**config.mk**
```make
export PLATFORM = sky130hd
export DESIGN_NAME = cla_add_arbiter
export DESIGN_NICKNAME = d
export VERILOG_FILES = /design/src/rtl/cla_add_arbiter_pkg.sv /design/src/rtl/cla_adder_12bit.sv /design/src/rtl/cla_add_arbiter.sv
export SDC_FILE = /design/constraint.sdc
export NUM_CORES = 1
export LEC_CHECK = 0
export CAP_MARGIN = 20
export CORE_MARGIN = 8
export CORE_UTILIZATION = 37
export CTS_CLUSTER_SIZE = 30
export DETAILED_ROUTE_END_ITERATION = 6
export GPL_ROUTABILITY_DRIVEN = 0
export PLACE_DENSITY = 0.8
export RECOVER_POWER = 100
export REMOVE_ABC_BUFFERS = 1
export SLEW_MARGIN = 20
export SYNTH_ARGS = -nofsm -noshare
export SYNTH_HDL_FRONTEND = slang
export SYNTH_SLANG_ARGS = --single-unit
```
**constraint.sdc**
```tcl
create_clock -name clk -period 5.4 [get_ports clk]
set_input_delay 1.08 -clock clk [delete_from_list [all_inputs] [get_ports clk]]
set_output_delay 1.08 -clock clk [all_outputs]
set_load 0.02 [all_outputs]
```
**src/rtl/cla_add_arbiter_pkg.sv**
```systemverilog
// Shared constants, state encoding and the round-robin pick helper for the
// shared 12-bit carry-lookahead adder arbiter.
package cla_add_arbiter_pkg;

   localparam int ADD_W   = 12;
   localparam int NUM_REQ = 4;
   localparam int REQ_IDW = 2;

   typedef enum logic {
      EMPTY = 1'b0,
      FULL  = 1'b1
   } state_e;

   // Index arithmetic wraps naturally because NUM_REQ is a power of two.
   function automatic logic [NUM_REQ-1:0] rr_grant(
      input logic [NUM_REQ-1:0] valid,
      input logic [REQ_IDW-1:0] last
   );
      logic [NUM_REQ-1:0] gnt;
      logic [REQ_IDW-1:0] idx;
      logic               found;
      gnt   = '0;
      found = 1'b0;
      for (int k = 1; k <= NUM_REQ; k++) begin
         idx      = last + REQ_IDW'(k);
         gnt[idx] = valid[idx] & ~found;
         found    = found | valid[idx];
      end
      return gnt;
   endfunction

endpackage

```
**src/rtl/cla_adder_12bit.sv**
```systemverilog
// 12-bit two-level carry-lookahead adder (three 4-bit groups), carry-in 0,
// carry out of the top bit dropped.
module cla_adder_12bit
   import cla_add_arbiter_pkg::*;
(
   input  logic [ADD_W-1:0] ain,
   input  logic [ADD_W-1:0] bin,
   output logic [ADD_W-1:0] sum
);

   logic [ADD_W-2:0] g_s;
   logic [ADD_W-1:0] p_s;
   logic [ADD_W-1:0] c_s;
   logic [1:0]       gg_s;
   logic [1:0]       gp_s;
   logic [2:0]       gc_s;

   // Bit and group generate/propagate, group carries, then in-group carries.
   always_comb begin
      g_s = ain[ADD_W-2:0] & bin[ADD_W-2:0];
      p_s = ain ^ bin;
      for (int grp = 0; grp < 2; grp++) begin
         gg_s[grp] = g_s[4*grp+3]
                   | (p_s[4*grp+3] & g_s[4*grp+2])
                   | (p_s[4*grp+3] & p_s[4*grp+2] & g_s[4*grp+1])
                   | (p_s[4*grp+3] & p_s[4*grp+2] & p_s[4*grp+1] & g_s[4*grp]);
         gp_s[grp] = &p_s[4*grp +: 4];
      end
      gc_s[0] = 1'b0;
      gc_s[1] = gg_s[0];
      gc_s[2] = gg_s[1] | (gp_s[1] & gg_s[0]);
      for (int grp = 0; grp < 3; grp++) begin
         c_s[4*grp]   = gc_s[grp];
         c_s[4*grp+1] = g_s[4*grp] | (p_s[4*grp] & gc_s[grp]);
         c_s[4*grp+2] = g_s[4*grp+1]
                      | (p_s[4*grp+1] & g_s[4*grp])
                      | (p_s[4*grp+1] & p_s[4*grp] & gc_s[grp]);
         c_s[4*grp+3] = g_s[4*grp+2]
                      | (p_s[4*grp+2] & g_s[4*grp+1])
                      | (p_s[4*grp+2] & p_s[4*grp+1] & g_s[4*grp])
                      | (p_s[4*grp+2] & p_s[4*grp+1] & p_s[4*grp] & gc_s[grp]);
      end
      sum = p_s ^ c_s;
   end

endmodule

```
**src/rtl/cla_add_arbiter.sv**
```systemverilog
// Round-robin arbiter sharing one 12-bit CLA adder among four requesters,
// with a single-entry result register drained by a ready/valid consumer.
module cla_add_arbiter
   import cla_add_arbiter_pkg::*;
#(
   parameter int NUM_REQ = 4
) (
   input  logic                       clk,
   input  logic                       rst_n,
   input  logic [NUM_REQ-1:0]         req_valid,
   input  logic [NUM_REQ*ADD_W-1:0]   req_a,
   input  logic [NUM_REQ*ADD_W-1:0]   req_b,
   output logic [NUM_REQ-1:0]         req_ready,
   output logic                       rsp_valid,
   input  logic                       rsp_ready,
   output logic [ADD_W-1:0]           rsp_sum,
   output logic [REQ_IDW-1:0]         rsp_id,
   output logic                       busy
);

   state_e             state_r;
   state_e             state_nxt_s;
   logic [REQ_IDW-1:0] last_grant_r;
   logic [REQ_IDW-1:0] last_grant_nxt_s;
   logic [REQ_IDW-1:0] rsp_id_r;
   logic [REQ_IDW-1:0] rsp_id_nxt_s;
   logic [ADD_W-1:0]   rsp_sum_r;
   logic [ADD_W-1:0]   rsp_sum_nxt_s;
   logic [REQ_IDW-1:0] grant_idx_s;
   logic [NUM_REQ-1:0] grant_s;
   logic [NUM_REQ-1:0] ready_s;
   logic [ADD_W-1:0]   opa_s;
   logic [ADD_W-1:0]   opb_s;
   logic [ADD_W-1:0]   sum_s;
   logic               slot_free_s;
   logic               accept_s;

   // Grant is offered only while out of reset and the result slot can take a new sum.
   always_comb begin
      slot_free_s = (state_r == EMPTY) || rsp_ready;
      grant_s     = rr_grant(req_valid, last_grant_r);
      if (rst_n && slot_free_s) begin
         ready_s = grant_s;
      end else begin
         ready_s = '0;
      end
      accept_s = |ready_s;
   end

   // One-hot grant to index.
   always_comb begin
      case (grant_s)
         4'b0001: grant_idx_s = 2'd0;
         4'b0010: grant_idx_s = 2'd1;
         4'b0100: grant_idx_s = 2'd2;
         4'b1000: grant_idx_s = 2'd3;
         default: grant_idx_s = 2'd0;
      endcase
   end

   // Granted requester's operands feed the shared adder.
   always_comb begin
      opa_s = req_a[int'(grant_idx_s)*ADD_W +: ADD_W];
      opb_s = req_b[int'(grant_idx_s)*ADD_W +: ADD_W];
   end

   cla_adder_12bit u_adder (
      .ain (opa_s),
      .bin (opb_s),
      .sum (sum_s)
   );

   // Next state and result register loads.
   always_comb begin
      state_nxt_s      = state_r;
      last_grant_nxt_s = last_grant_r;
      rsp_sum_nxt_s    = rsp_sum_r;
      rsp_id_nxt_s     = rsp_id_r;
      case (state_r)
         EMPTY: begin
            if (accept_s) begin
               state_nxt_s = FULL;
            end else begin
               state_nxt_s = EMPTY;
            end
         end
         FULL: begin
            if (accept_s) begin
               state_nxt_s = FULL;
            end else if (rsp_ready) begin
               state_nxt_s = EMPTY;
            end else begin
               state_nxt_s = FULL;
            end
         end
         default: state_nxt_s = EMPTY;
      endcase
      if (accept_s) begin
         rsp_sum_nxt_s    = sum_s;
         rsp_id_nxt_s     = grant_idx_s;
         last_grant_nxt_s = grant_idx_s;
      end else begin
         rsp_sum_nxt_s    = rsp_sum_r;
         rsp_id_nxt_s     = rsp_id_r;
         last_grant_nxt_s = last_grant_r;
      end
   end

   // State and result registers; last_grant resets to 3 so requester 0 wins first.
   always_ff @(posedge clk or negedge rst_n) begin
      if (!rst_n) begin
         state_r      <= EMPTY;
         last_grant_r <= 2'd3;
         rsp_sum_r    <= 12'h000;
         rsp_id_r     <= 2'd0;
      end else begin
         state_r      <= state_nxt_s;
         last_grant_r <= last_grant_nxt_s;
         rsp_sum_r    <= rsp_sum_nxt_s;
         rsp_id_r     <= rsp_id_nxt_s;
      end
   end

   assign req_ready = ready_s;
   assign rsp_valid = (state_r == FULL);
   assign rsp_sum   = rsp_sum_r;
   assign rsp_id    = rsp_id_r;
   assign busy      = (state_r == FULL) || (|req_valid);

endmodule
```
## Word level (Yosys, flattened, before mapping)

Index checks and enable logic that the tools add are counted.

- Bits in registers: 17
- Bits of input ports: 103
- Output and inout bits: 20
- Word-level logic and storage cells: 124

- Add/subtract/negate cells: 3
- Multiply operators: 1
- $lt $le $gt $ge: 8
- Eq/ne operators: 3
- Shift operators: 2
- Multiplexer cells: 25
- Bitwise logic cells: 68
- Reductions and logical operators: 10

Operators with widths:

| cell | count |
|---|---|
| $shiftx A48 B32 Y12 | 1 |
| $shiftx A48 B7 Y12 | 1 |
| $and A1 B1 Y1 | 36 |
| $or A1 B1 Y1 | 24 |
| $xor A12 B12 Y12 | 2 |
| $bwmux W4 | 3 |
| $lt A2 B3 Y1 const B | 4 |
| $and A11 B11 Y11 | 1 |
| $mux W1 | 11 |
| $bmux W1 S2 | 4 |
| $demux W1 S2 | 4 |
| $ge A2 B1 Y1 const B | 4 |
| $reduce_or A4 Y1 | 2 |
| $pmux W2 S3 | 1 |
| $logic_and A1 B1 Y1 | 5 |
| $add A2 B2 Y2 const B | 2 |
| $and A4 B4 Y4 | 1 |
| $eq A4 B2 Y1 const B | 1 |
| $eq A4 B3 Y1 const B | 1 |
| $eq A4 B4 Y1 const B | 1 |
| $mul A2 B2 Y4 const B | 1 |
| $mux W4 | 1 |
| $not A1 Y1 | 4 |
| $reduce_and A4 Y1 | 1 |
| 3 further kinds | 4 |

## Logic depth before layout (Yosys ltp)

- Depth after elaboration: 23
- Gate-level depth with buffers: 25
- Gate-level depth less buffers: 22

## Modules after synthesis

Synthesis repeated with hierarchy kept, for this count alone.

- Cells, all modules: 212
- Area, all modules: 2376.0 µm²

Modules (own cells, without submodules):

| module | instances | cells each | area an instance (µm²) | seq. area each (µm²) |
|---|---|---|---|---|
| cla_add_arbiter | 1 | 167 | 1955.6 | 427.9 |
| cla_adder_12bit | 1 | 45 | 420.4 | 0.0 |

## Worst setup path after synthesis

OpenSTA, ideal clock, no wires.

- Path kind: input -> register
- Start point: in req_valid[2]
- End point: reg rsp_sum_r[9] (netlist: rsp_sum[9])
- Arrival time: 5404 ps
- Required time: 5275 ps
- Slack: -129 ps
- Stages on the path: 22
- Cell sequence: mux4_2 > or4b_4 > nand2_1 > o311ai_4 > xnor2_2 > or2_1 > buf_6 > buf_8 > mux2i_1 > mux2_2 > inv_2 > ha_1 > a21o_1 > a21o_1 > a21oi_1 > o21ai_0 > a21oi_1 > inv_1 > a21oi_1 > fa_1 > xnor2_1 > mux2_2

- Longest elaborated chain between the ends: 21
- Elaborated cells on any way between the ends: 53
- Classes of those cells: mul (1); eq/ne (3); shift (2); mux (13); bitwise (32); reduce/logical (2)

Ends and longest elaborated chain:

| item | RTL line | RTL |
|---|---|---|
| start, declared | cla_add_arbiter.sv:10 | `input logic [NUM_REQ-1:0] req_valid,` |
| $bmux W1 S2 | cla_add_arbiter_pkg.sv:26, cla_add_arbiter_pkg.sv:27 |  |
| $mux W1 (not written as such) | cla_add_arbiter_pkg.sv:26, cla_add_arbiter_pkg.sv:27 |  |
| $not A1 Y1 / $or A1 B1 Y1 (equally long branches) | cla_add_arbiter_pkg.sv:26, cla_add_arbiter_pkg.sv:27 |  |
| $and A1 B1 Y1 (tied with other cells) | cla_add_arbiter_pkg.sv:26 | `gnt[idx] = valid[idx] & ~found;` |
| $bwmux W4 (tied with other cells) | cla_add_arbiter_pkg.sv:26 |  |
| $bwmux W4 / $and A1 B1 Y1 (equally long branches) | cla_add_arbiter_pkg.sv:26 |  |
| $bwmux W4 * | cla_add_arbiter_pkg.sv:26 |  |
| $eq A4 B4 Y1 (tied with other cells) | cla_add_arbiter.sv:52 | `case (grant_s)` |
| (+5 left out) | n/a |  |
| $or A1 B1 Y1 (tied with other cells) | cla_adder_12bit.sv:24 | `\| (p_s[4*grp+3] & g_s[4*grp+2])` |
| $or A1 B1 Y1 / $and A1 B1 Y1 (equally long branches) | cla_adder_12bit.sv:25, cla_adder_12bit.sv:26 |  |
| $or A1 B1 Y1 | cla_adder_12bit.sv:26 | `\| (p_s[4*grp+3] & p_s[4*grp+2] & p_s[4*grp+1] & g_s[4*grp]);` |
| $and A1 B1 Y1 | cla_adder_12bit.sv:31 | `gc_s[2] = gg_s[1] \| (gp_s[1] & gg_s[0]);` |
| $or A1 B1 Y1 | cla_adder_12bit.sv:31 |  |
| $and A1 B1 Y1 | cla_adder_12bit.sv:34 | `c_s[4*grp+1] = g_s[4*grp] \| (p_s[4*grp] & gc_s[grp]);` |
| $or A1 B1 Y1 | cla_adder_12bit.sv:34 |  |
| $xor A12 B12 Y12 | cla_adder_12bit.sv:43 | `sum = p_s ^ c_s;` |
| end signal, assigned | cla_add_arbiter.sv:119 | `rsp_sum_r <= rsp_sum_nxt_s;` |
| end, declared | cla_add_arbiter.sv:27 | `logic [ADD_W-1:0] rsp_sum_r;` |

Every way passes the cells marked *; elsewhere a longest branch is shown, timed or not. The select of a mux whose other input is x is not followed.
A chain may end at the register's enable or synchronous reset.

## Final worst setup path

- Start point: in req_valid[1]
- End point: reg rsp_sum_r[9] (netlist: rsp_sum[9])

The elaborated chain is that of the path after synthesis.

==> results.md <==
* Die Y-Extent at around 95 µm
* DP HPWL at between 6000 and 7000 µm
* Proportion of layout cells with a drive suffix above 1 at 0.254
* Clock latency on the worst-skew pair at 260 ps
* Layout Cells excl Fill at roughly 480
* Worst path arrival time at about 5400 ps
* Final min period at 5260 ps
* Sink Count at 17
* Area leader, netlist: dfrtp_1
* Synth top area cells: dfrtp_1, mux2i_1, ha_1
* Max FO, Critical Path at 5
* Crit path required time at 5550 ps
* Clock Path Buffers at 2
* # rows at 29
* Top cell type's share of synthesized area at 0.161
* H-Tree Depth at 1
* Drt drc at 0
* Num ports at 123
* Crit share post-route at 0.973
* Max_cap viols at 0
* Bufs and invs on worst path at 4
* Average via count per standard cell at between 5 and 6
* DIE WIDTH at roughly 95 µm
* First-pass iteration count of the detailed router at 4
* NumNets Final at roughly 520
* Family with the most delay on the worst path: compound AO/OA/AOI/OAI gates
* CTS Buf Count at 3
* Vias at about 2400
* Final Hold Vio Count at 0
* Input/output buffers at 122
* Crit start category: input port
* Final setup viols at 0
* Most used DFF post-synth: dfrtp_1
* Clk pin slew, worst setup/hold paths at approximately 70 ps
* Post-DR wirelength/cell at roughly 16 µm
* Largest net degree at the start of global routing at 20
* Ys async rst share at 1.00
* Relative slew slack at 0.0318
* Overall Global Routing Usage at 0.164
* Initial antenna violation count at 0
* CTS tree: yes
* Warnings from Yosys at 0
* Max Slew Vio Count at 0
* Crit-path cells: buf_2 > mux4_2 > or4b_4 > a22oi_2 > o31ai_2 > buf_4 > nand2_2 > or2_4 > mux2i_1 > mux2_4 > inv_2 > ha_1 > a21o_1 > a21o_1 > a21oi_4 > o21ai_4 > a21oi_2 > inv_1 > a21oi_2 > fa_2 > xnor2_1 > mux2_2
* Worst Setup End Kind: flop
* Seq/Total Area, Yosys at 0.184
* Distinct cells, synth at between 40 and 50
* GRT overflow at 0
* Cells after DPL at about 460
* Max Clk Rate at about 190 MHz
* Number of flops mapped to enable cells by yosys at 0
* Crit path largest cell delay at approximately 620 ps
* Post-synthesis cell count at 244
* DR iter-0 viols at 63
* Post-Syn Area per Cell at 9.53 µm²
* Hold-fix buffers, CTS at 0
* Root Driver: clkbuf_8
* Slowest cell on the critical path: or4b_4
* First-pass GRT wire length at ~12000 µm
* Total die area at between 9000 and 10000 µm²
* Setup Crit Path Kind: input port to flop
* Total routed wirelength at ~7700 µm
* Final ANT Viol Nets at 0
* Run status: complete, no violations
* Area added between synthesis and finish at 72.5%
* Slew @ Worst Pin at around 1400 ps
* Number of global-route vias before repair at 2639
* # diodes at 0
* Starting density of the core at 0.375
* Hold Crit Class: flop to flop
* Core area at slightly above 6000 µm²
* Flops & latches, synth at 17
* Mapped cell area at 2330 µm²
* FF-to-FF setup slack at 230 ps
* Clk_skew at roughly 6.7 ps
[sequential cells by signal (all words and copies together), names as in the netlist]
| signal | cells |
|---|---|
| last_grant_r | 2 |
| rsp_id | 2 |
| rsp_sum | 12 |
| rsp_valid | 1 |
[worst register-to-register path: stages (launching register included)]
cell,delay [ps]
dfstp_2,550
inv_2,70
ha_4,280
mux4_2,510
or4b_4,600
a22oi_2,250
o31ai_2,120
buf_4,150
nand2_2,60
or2_4,140
mux2i_1,220
mux2_4,190
inv_2,30
ha_1,270
a21o_1,160
a21o_1,190
a21oi_4,210
o21ai_4,100
a21oi_2,180
inv_1,70
a21oi_2,170
fa_2,240
xnor2_1,60
mux2_2,260
[per-layer routing]
metal,GRT usage,vias up,share of wire
li1,-,1184,-
met1,0.175,1115,0.38
met2,0.306,76,0.53
met3,0.0551,6,0.083
met4,0.0286,0,0.0065
met5,0,-,0
[cells in the final DEF (no fill, tap or decap), types with 2 or more instances in the layout]
cell / Yosys / layout
clkdlybuf4s50_1: 0 / 101
buf_4: 3 / 37
mux2i_1: 31 / 30
nor2_1: 24 / 23
a21oi_1: 21 / 17
ha_1: 19 / 17
dlygate4sd3_1: 0 / 17
dfrtp_1: 15 / 15
mux2_1: 15 / 13
mux2_2: 12 / 11
nand2_1: 13 / 9
xnor2_1: 7 / 7
inv_2: 4 / 6
inv_1: 7 / 5
a21o_1: 5 / 5
nor3_1: 5 / 5
mux4_2: 4 / 4
nor2b_1: 4 / 4
a22o_1: 4 / 4
xor2_1: 5 / 4
nand3b_1: 3 / 3
nand2_4: 0 / 3
o311ai_4: 2 / 3
nand2_2: 1 / 3
mux2_4: 0 / 3
a21oi_2: 0 / 3
o21ai_0: 4 / 3
o21ai_1: 3 / 3
clkbuf_8: 0 / 3
clkbuf_2: 0 / 3
a31oi_1: 1 / 2
nand3_1: 2 / 2
fa_1: 3 / 2
dfstp_2: 2 / 2
[stage by stage]
stage,hold WS (ps),setup WS (ps),setup TNS (ps),area [µm²],util
2_1_floorplan,577,-671,-2980,2230,-
3_3_place_gp,462,-449,-1980,3800,0.612
3_5_place_dp,474,-758,-3780,3800,0.612
4_1_cts,490,126,0,3940,0.635
5_1_grt,511,-17.4,-29.9,4010,0.647
6_report,481,145,0,4010,0.647
[final cells by class]
type / instances / area (µm²)
fill: 531 / 2190
tap: 77 / 96.3
inverter: 11 / 41.3
timing repair buffer: 161 / 1490
clock buffer: 3 / 41.3
sequential: 17 / 428
multi-input combinational: 205 / 1900
clock inverter: 1 / 7.51
[cells in the mapped netlist, types with 2 or more instances]
cell	number
mux2i_1	31
nor2_1	24
a21oi_1	21
ha_1	19
dfrtp_1	15
mux2_1	15
nand2_1	13
mux2_2	12
inv_1	7
xnor2_1	7
a21o_1	5
nor3_1	5
xor2_1	5
a22o_1	4
inv_2	4
mux4_2	4
nor2b_1	4
o21ai_0	4
buf_2	3
buf_4	3
buf_6	3
fa_1	3
nand3b_1	3
o21ai_1	3
clkbuf_1	2
dfstp_2	2
nand3_1	2
o311ai_4	2
[final timing paths]
kind                       depth (start not counted)       startpoint    endpoint
max                                               22     req_valid[1]  rsp_sum[9]
min                                                2       rsp_sum[4]  rsp_sum[4]
max reg2reg                                       23  last_grant_r[0]  rsp_sum[9]
min in group asynchronous                          2            rst_n  rsp_sum[7]
max in group asynchronous                          2            rst_n  rsp_sum[1]
min reg2reg                                        2       rsp_sum[4]  rsp_sum[4]
[cell families (layout without fill, tap and decap cells)]
family,after synthesis,count (layout),share of synthesized area
AND/OR/NAND/NOR,58,59,0.123
XOR/XNOR,13,13,0.0522
multiplexers,62,62,0.303
adder cells (fa/ha/maj),22,22,0.128
buffers and inverters,23,176,0.0581
flip-flops,17,17,0.184
AO/OA/AOI/OAI,49,49,0.152
[repair_timing]
action / 4_1_cts / 5_1_grt
setup endpoints to repair: 5 / 5
endpoints found under the hold margin: 0 / 0
gates cloned: 0 / 1
pin swaps: 6 / 13
resized for setup: 21 / 26
buffers inserted: 3 / 3
Power is left out: the tool's default activity adds up to more than one toggle a clock period on the data nets, which glitch-free logic cannot reach.
